--- src/rtl/freq_pkg.sv ---
// Shared constants and encodings for the three-phase frequency front end.
package freq_pkg;

  localparam int DIV_W = 24;
  localparam logic [DIV_W-1:0] NUM_CONST = 24'd800000;

  typedef enum logic [1:0] {
    PH_A = 2'd0,
    PH_B = 2'd1,
    PH_C = 2'd2
  } phase_t;

  typedef enum logic [1:0] {
    ST_IDLE = 2'd0,
    ST_DIV  = 2'd1,
    ST_WB   = 2'd2
  } state_t;

  // Round-robin successor, A -> B -> C -> A.
  function automatic phase_t phase_next(input phase_t p);
    case (p)
      PH_A:    return PH_B;
      PH_B:    return PH_C;
      default: return PH_A;
    endcase
  endfunction

endpackage

--- src/rtl/seq_divider.sv ---
// Iterative restoring divider producing one quotient bit per clock.
module seq_divider
  import freq_pkg::*;
(
  input  logic             clk,
  input  logic             rst,
  input  logic             start,
  input  logic [DIV_W-1:0] num,
  input  logic [DIV_W-1:0] den,
  output logic [DIV_W-1:0] quo,
  output logic             done
);

  localparam int IW = $clog2(DIV_W + 1);

  // Handshake: start is a one-cycle request that loads num/den on its edge;
  // DIV_W edges later done pulses for one cycle and quo holds until the next start.
  logic [DIV_W-1:0] rem;
  logic [DIV_W-1:0] den_r;
  logic [IW-1:0]    iter;
  logic             running;
  logic [DIV_W:0]   shifted;
  logic [DIV_W:0]   trial;

  always_comb begin
    shifted = {rem, quo[DIV_W-1]};
    trial   = shifted - {1'b0, den_r};
  end

  always_ff @(posedge clk or posedge rst) begin
    if (rst) begin
      rem     <= '0;
      quo     <= '0;
      den_r   <= '0;
      iter    <= '0;
      running <= 1'b0;
      done    <= 1'b0;
    end else begin
      done <= 1'b0;
      if (start) begin
        rem     <= '0;
        quo     <= num;
        den_r   <= den;
        iter    <= IW'(DIV_W);
        running <= 1'b1;
      end else if (running) begin
        // A set MSB means the trial subtraction borrowed: restore.
        if (!trial[DIV_W]) begin
          rem <= trial[DIV_W-1:0];
          quo <= {quo[DIV_W-2:0], 1'b1};
        end else begin
          rem <= shifted[DIV_W-1:0];
          quo <= {quo[DIV_W-2:0], 1'b0};
        end
        iter <= iter - 1'b1;
        if (iter == IW'(1)) begin
          running <= 1'b0;
          done    <= 1'b1;
        end
      end
    end
  end

endmodule

--- src/rtl/freq3_div_scheduler.sv ---
// Per-phase half-period counters sharing one divider through a round-robin scheduler.
module freq3_div_scheduler
  import freq_pkg::*;
#(
  parameter int M  = 14,
  parameter int CW = 16
) (
  input  logic                clk,
  input  logic                rst,
  input  logic signed [M-1:0] Vin_a,
  input  logic signed [M-1:0] Vin_b,
  input  logic signed [M-1:0] Vin_c,
  input  logic signed [M-1:0] offset,
  input  logic [7:0]          k,
  output logic [15:0]         freq_a,
  output logic [15:0]         freq_b,
  output logic [15:0]         freq_c,
  output logic [2:0]          freq_vld,
  output logic [2:0]          ovr,
  output logic                busy,
  output state_t              dbg_state
);

  localparam logic [CW-1:0] CNT_MAX = '1;

  logic signed [M-1:0] vin [3];
  logic [CW-1:0]       cnt [3];
  logic [CW-1:0]       pend_cnt [3];
  logic [2:0]          pend;
  logic [2:0]          above;
  logic [2:0]          capture;
  logic [2:0]          gnt_vec;
  logic [15:0]         freq_r [3];

  state_t     state_q, state_d;
  phase_t     rr_ptr, cur, gnt_idx, cand;
  logic       gnt_found;
  logic       start;
  logic       wb;
  logic [DIV_W-1:0] den;
  logic [DIV_W-1:0] quo;
  logic             div_done;
  logic             unused_quo_hi;

  assign vin[0] = Vin_a;
  assign vin[1] = Vin_b;
  assign vin[2] = Vin_c;

  always_comb begin
    for (int i = 0; i < 3; i++) begin
      above[i]   = (vin[i] >= offset);
      capture[i] = !above[i] && (cnt[i] != '0);
    end
  end

  // A capture that lands on its own grant edge keeps pend set and is not an overrun.
  always_ff @(posedge clk or posedge rst) begin
    if (rst) begin
      for (int i = 0; i < 3; i++) begin
        cnt[i]      <= '0;
        pend_cnt[i] <= '0;
      end
      pend <= '0;
      ovr  <= '0;
    end else begin
      for (int i = 0; i < 3; i++) begin
        if (above[i]) begin
          if (cnt[i] != CNT_MAX) cnt[i] <= cnt[i] + 1'b1;
        end else begin
          cnt[i] <= '0;
        end
        if (capture[i]) begin
          pend_cnt[i] <= cnt[i];
          pend[i]     <= 1'b1;
          if (pend[i] && !gnt_vec[i]) ovr[i] <= 1'b1;
        end else if (gnt_vec[i]) begin
          pend[i] <= 1'b0;
        end
      end
    end
  end

  always_comb begin
    gnt_found = 1'b0;
    gnt_idx   = PH_A;
    cand      = rr_ptr;
    for (int off = 0; off < 3; off++) begin
      if (!gnt_found && pend[cand]) begin
        gnt_found = 1'b1;
        gnt_idx   = cand;
      end
      cand = phase_next(cand);
    end
  end

  always_comb begin
    state_d = state_q;
    start   = 1'b0;
    wb      = 1'b0;
    case (state_q)
      ST_IDLE: begin
        if (gnt_found) begin
          start   = 1'b1;
          state_d = ST_DIV;
        end
      end
      ST_DIV: begin
        if (div_done) state_d = ST_WB;
      end
      ST_WB: begin
        wb      = 1'b1;
        state_d = ST_IDLE;
      end
      default: state_d = ST_IDLE;
    endcase
  end

  assign gnt_vec = start ? (3'b001 << gnt_idx) : 3'b000;

  // k is only looked at here, so later changes cannot disturb a running division.
  always_comb begin
    den = (DIV_W'(pend_cnt[gnt_idx]) * DIV_W'(k)) << 1;
    if (den == '0) den = DIV_W'(1);
  end

  always_ff @(posedge clk or posedge rst) begin
    if (rst) state_q <= ST_IDLE;
    else     state_q <= state_d;
  end

  always_ff @(posedge clk or posedge rst) begin
    if (rst) begin
      rr_ptr   <= PH_A;
      cur      <= PH_A;
      freq_vld <= '0;
      for (int i = 0; i < 3; i++) freq_r[i] <= '0;
    end else begin
      freq_vld <= '0;
      if (start) begin
        cur    <= gnt_idx;
        rr_ptr <= phase_next(gnt_idx);
      end
      if (wb) begin
        freq_r[cur] <= quo[15:0];
        freq_vld    <= 3'b001 << cur;
      end
    end
  end

  seq_divider u_div (
    .clk   (clk),
    .rst   (rst),
    .start (start),
    .num   (NUM_CONST),
    .den   (den),
    .quo   (quo),
    .done  (div_done)
  );

  assign unused_quo_hi = ^quo[DIV_W-1:16];

  assign freq_a    = freq_r[0];
  assign freq_b    = freq_r[1];
  assign freq_c    = freq_r[2];
  assign busy      = (state_q != ST_IDLE);
  assign dbg_state = state_q;

endmodule

--- config.mk ---
export PLATFORM = sky130hd
export DESIGN_NAME = freq3_div_scheduler
export DESIGN_NICKNAME = d
export VERILOG_FILES = /design/src/rtl/freq_pkg.sv /design/src/rtl/seq_divider.sv /design/src/rtl/freq3_div_scheduler.sv
export SDC_FILE = /design/constraint.sdc
export NUM_CORES = 1
export LEC_CHECK = 0
export CAP_MARGIN = 40
export CELL_PAD_IN_SITES_DETAIL_PLACEMENT = 1
export CELL_PAD_IN_SITES_GLOBAL_PLACEMENT = 2
export CORE_MARGIN = 2
export CORE_UTILIZATION = 42
export DETAILED_ROUTE_END_ITERATION = 10
export PLACE_DENSITY_LB_ADDON = 0.05
export SYNTH_ARGS = -nofsm -noshare
export SYNTH_HDL_FRONTEND = slang
export SYNTH_SLANG_ARGS = --single-unit
--- constraint.sdc ---
create_clock -name clk -period 24.4 [get_ports clk]
set_input_delay 4.88 -clock clk [delete_from_list [all_inputs] [get_ports clk]]
set_output_delay 4.88 -clock clk [all_outputs]
set_load 0.02 [all_outputs]
==> run_results.csv <==
group,metric,value,unit
status,outcome,"completed",
critical_path,worst-endpoint-required,24.88,ns
synthesis,synthAdderAreaFrac,18.8,%
synthesis,syn-cell-area,16700,um^2
critical_path,startpoint_type,"primary input",
clock_tree,cts_sinks,238,
layout,drive_gt1_share,10.5,%
route,via_per_inst,5.35,
synthesis,synth-compound-area-share,10.7,%
synthesis,yosys-mux-area-fraction,9.72,%
critical_path,cp_data_arrival_time,10.53,ns
clock_tree,cts_buffer_depth,3,
critical_path,cp_num_buf_inv,3,
clock_tree,cts_made_buffers,27,
power,total_leakage_power,9.42,nW
timing,fmax,99.4,MHz
power,total_switching_power,568,uW
placed_design,placement.io_buffers,122,
grt,globalRouteTotalUtil,21.4,%
synthesis,post_synthesis_area_per_instance,9.89,um^2
route,route.antenna.remaining_nets,0,
floorplan,initial_core_util,42.8,%
placed_design,dp_hpwl,32100,um
clock_tree,number_of_setup_buffers_added_after_cts,0,
synthesis,main_combinational_cell_family_by_area_after_synthesis,"adder cells",
power,clockPowerShare,25.2,%
placed_design,place_congestion,0.796,
critical_path,worst_path_max_delay_cell,"clkdlybuf4s50_1",
timing,slew_headroom,46.7,%
power,power.density_cell_area,78.2,nW/um^2
power,power.internal,950,uW
job,cap_viol_max_count,0,
floorplan,die_area,41300,um^2
critical_path,worst_path_largest_cell_delay,0.73,ns
clock_tree,cts-htree-levels,1,
placed_design,dp_cells,2292,
critical_path,critical_path_class,"in2reg",
route,routed_wirelength,42700,um
route,firstDrtPassIters,4,
layout,final-instance-count-excl-fill,2342,
power,power,1.52,mW
timing,setup-violations-final,0,
power,power_frac_seq,33.9,%
timing,setup_total_negative_slack,0,ns
synthesis,postSynth.asyncResetShare,100,%
timing,clock_skew,0.0172,ns
timing,drv_slew,0,
timing,tightest_slew,0.795,ns
layout,fillerInstances,4390,
synthesis,synth_area_leader_cell,"dfrtp_1",
grt,grt_pass1_vias,13962,
critical_path,end_kind,"flip-flop",
floorplan,core_area,38900,um^2
floorplan,num_rows,72,
critical_path,path_cells,"clkdlybuf4s50_1, and2_1, fa_1, fa_1, fa_1, inv_1, fa_1, inv_1, ha_1, o21ai_0, a21oi_1, o221ai_1, o211a_1, xnor2_1, or4_1, nor4_1, nand4_1, nand2_1",
power,combPwrFrac,40.9,%
timing,final.period_utilization,41.2,%
clock_tree,post_cts_resized,0,
synthesis,number_of_flops_mapped_to_enable_cells_by_yosys,0,
layout,stdcell_area,19400,um^2
grt,grt_max_degree,87,
timing,grt_setup_unrepaired,"false",
worst_hold_path,hold_path.startpoint,"ovr[1]",
grt,gr-total-overflow,0,
floorplan,io_pins,123,
placed_design,placedInstanceArea,18600,um^2
layout,finalCoreUtilization,49.9,%
route,detail_route.wl_per_cell,18.2,um
route,drt_first_iter_violations,388,
critical_path,r2r-start,"rr_ptr[1]",
critical_path,critPathMostFrequentCell,"fa_1",
synthesis,synth_simple_gate_area_share,16.3,%
floorplan,chipHeight,203,um
clock_tree,cts_tree,"yes",
power,sw_frac_of_total,37.4,%
critical_path,timing.critical_path.fanout_max,16,
layout,synthToLayoutAreaGrowth,16.6,%
route,via_count,12536,
synthesis,ys_seq_area_share,35.8,%
synthesis,yosysWarningCount,0,
synthesis,synth.net_count,1950,
clock_tree,worstSkewPairLatency,0.55,ns
placed_design,dpl_worst_slack,13.74,ns
synthesis,synth-seq-cells,238,
grt,antenna_found_initial,0,
critical_path,critical-path-top-delay-family,"adder cells",
worst_hold_path,worst_hold_class,"reg2reg",
synthesis,post_synth_xor_area_fraction,3.52,%
synthesis,post_synth_inst_count,1684,
floorplan,floorplan.die.width,203,um
route,route.detailed.drc,0,
timing,whs,0.479,ns
synthesis,synth_largest_type_area_fraction,35.8,%
synthesis,synth.top_cells.by_area,"dfrtp_1 36%, fa_1 10%, ha_1 8.7%",
power,max-vdd-ir-drop,0.0595,mV
clock_tree,clock-root-buffer,"clkbuf_16",
layout,num-nets-final,2069,
synthesis,yosysUniqueCellTypes,79,
grt,grt_first_pass_wirelength,72000,um
timing,timing.final.crit_period,10.06,ns
clock_tree,cts_hold_buf,0,
critical_path,crit_path_start,"k[4]",
timing,final.setup.worst_slack,14.34,ns
timing,hold_viol_final,0,
clock_tree,cts.reportedPaths.clkPinSlew,0.06,ns
synthesis,yosys_most_used_dff,"dfrtp_1",
[cell families (layout without fill, tap and decap cells)]
logic type	after synthesis	count (layout)
and+or+nand+nor	534	534
AOI/OAI and AO/OA	272	272
DFF	238	238
buffers and inverters	223	362
adders and majority gates	200	200
muxes	150	150
xor gates and xnor gates	67	67
other	0	1
[power by group through the flow]
stage,Sequential [mW],Combinational (mW),Clock [mW]
2_1_floorplan,0.499,0.486,0
3_3_place_gp,0.519,0.599,0
3_5_place_dp,0.521,0.627,0
4_1_cts,0.515,0.633,0.396
5_1_grt,0.525,0.710,0.411
6_report,0.515,0.621,0.383
[layer usage]
metal | track usage (%) | vias up | routed length, um
met5 | 0 | - | 0
met4 | 5.37 | 0 | 950
met3 | 2.91 | 52 | 1430
met2 | 38.5 | 150 | 21700
met1 | 27.2 | 6368 | 18600
li1 | - | 5966 | -
[registers in the layout, indices dropped and copies added (netlist names), 3 cells and up]
signal       flops
ovr              3
freq_b          16
freq_c          16
u_div.quo       24
u_div.rem       24
pend_cnt        48
freq_vld         3
freq_a          16
u_div.den_r     24
cnt             48
pend             3
u_div.iter       5
[synth_stat cells, drive strengths merged, types with 5 or more instances]
cell type    n
nor4b        9
o2111ai      5
a21oi       75
nor3        27
buf         15
nand2      139
nor2       120
o21a        11
dfrtp      238
fa          84
and3        11
nor3b        5
xnor2       32
and2       107
a211oi       8
and4         8
nand2b      17
nor2b        6
o211ai       7
o31ai        6
mux2        94
or3          5
o21ai       86
ha         116
nand4       19
o21bai       6
clkbuf      45
nor4        11
nand3       32
a31oi        6
a311oi       5
o211a        5
inv        163
mux2i       56
or2          5
a21o        17
xor2        35
[layout by cell type (no fill, tap or decap), types with 19 or more instances in the layout]
cell / Yosys / layout
a21oi_1: 73 / 73
and2_1: 107 / 107
buf_4: 1 / 20
clkbuf_16: 0 / 27
clkdlybuf4s50_1: 0 / 122
dfrtp_1: 238 / 237
fa_1: 84 / 84
ha_1: 116 / 116
inv_1: 163 / 162
mux2_2: 94 / 94
mux2i_1: 56 / 56
nand2_1: 139 / 139
nand3_1: 32 / 32
nand4_1: 19 / 19
nor2_1: 119 / 118
nor3_1: 25 / 25
o21ai_0: 81 / 80
xnor2_1: 32 / 32
xor2_1: 35 / 35
[final timing paths]
path,end,cells after the start,slack (ns)
worst max register to register,u_div.den_r[0],23,17.80
worst min-delay path,ovr[1],1,0.48
max in group asynchronous,pend_cnt[17],4,18.37
worst max-delay path,u_div.den_r[0],18,14.34
worst min register to register,ovr[1],1,0.48
min in group asynchronous,freq_a[12],2,4.86
[area by class of cell]
cell class | instances | area (um^2) | share of cell area, %
Antenna cell | 1 | 2.50 | 0.0129
Tap cell | 518 | 648 | 3.34
Timing Repair Buffer | 150 | 1480 | 7.61
Multi-Input combinational cell | 1223 | 9880 | 50.9
Clock buffer | 35 | 736 | 3.79
Inverter | 163 | 619 | 3.19
Clock inverter | 14 | 100 | 0.515
Sequential cell | 238 | 5960 | 30.7
(Power assumes the default switching activity.)
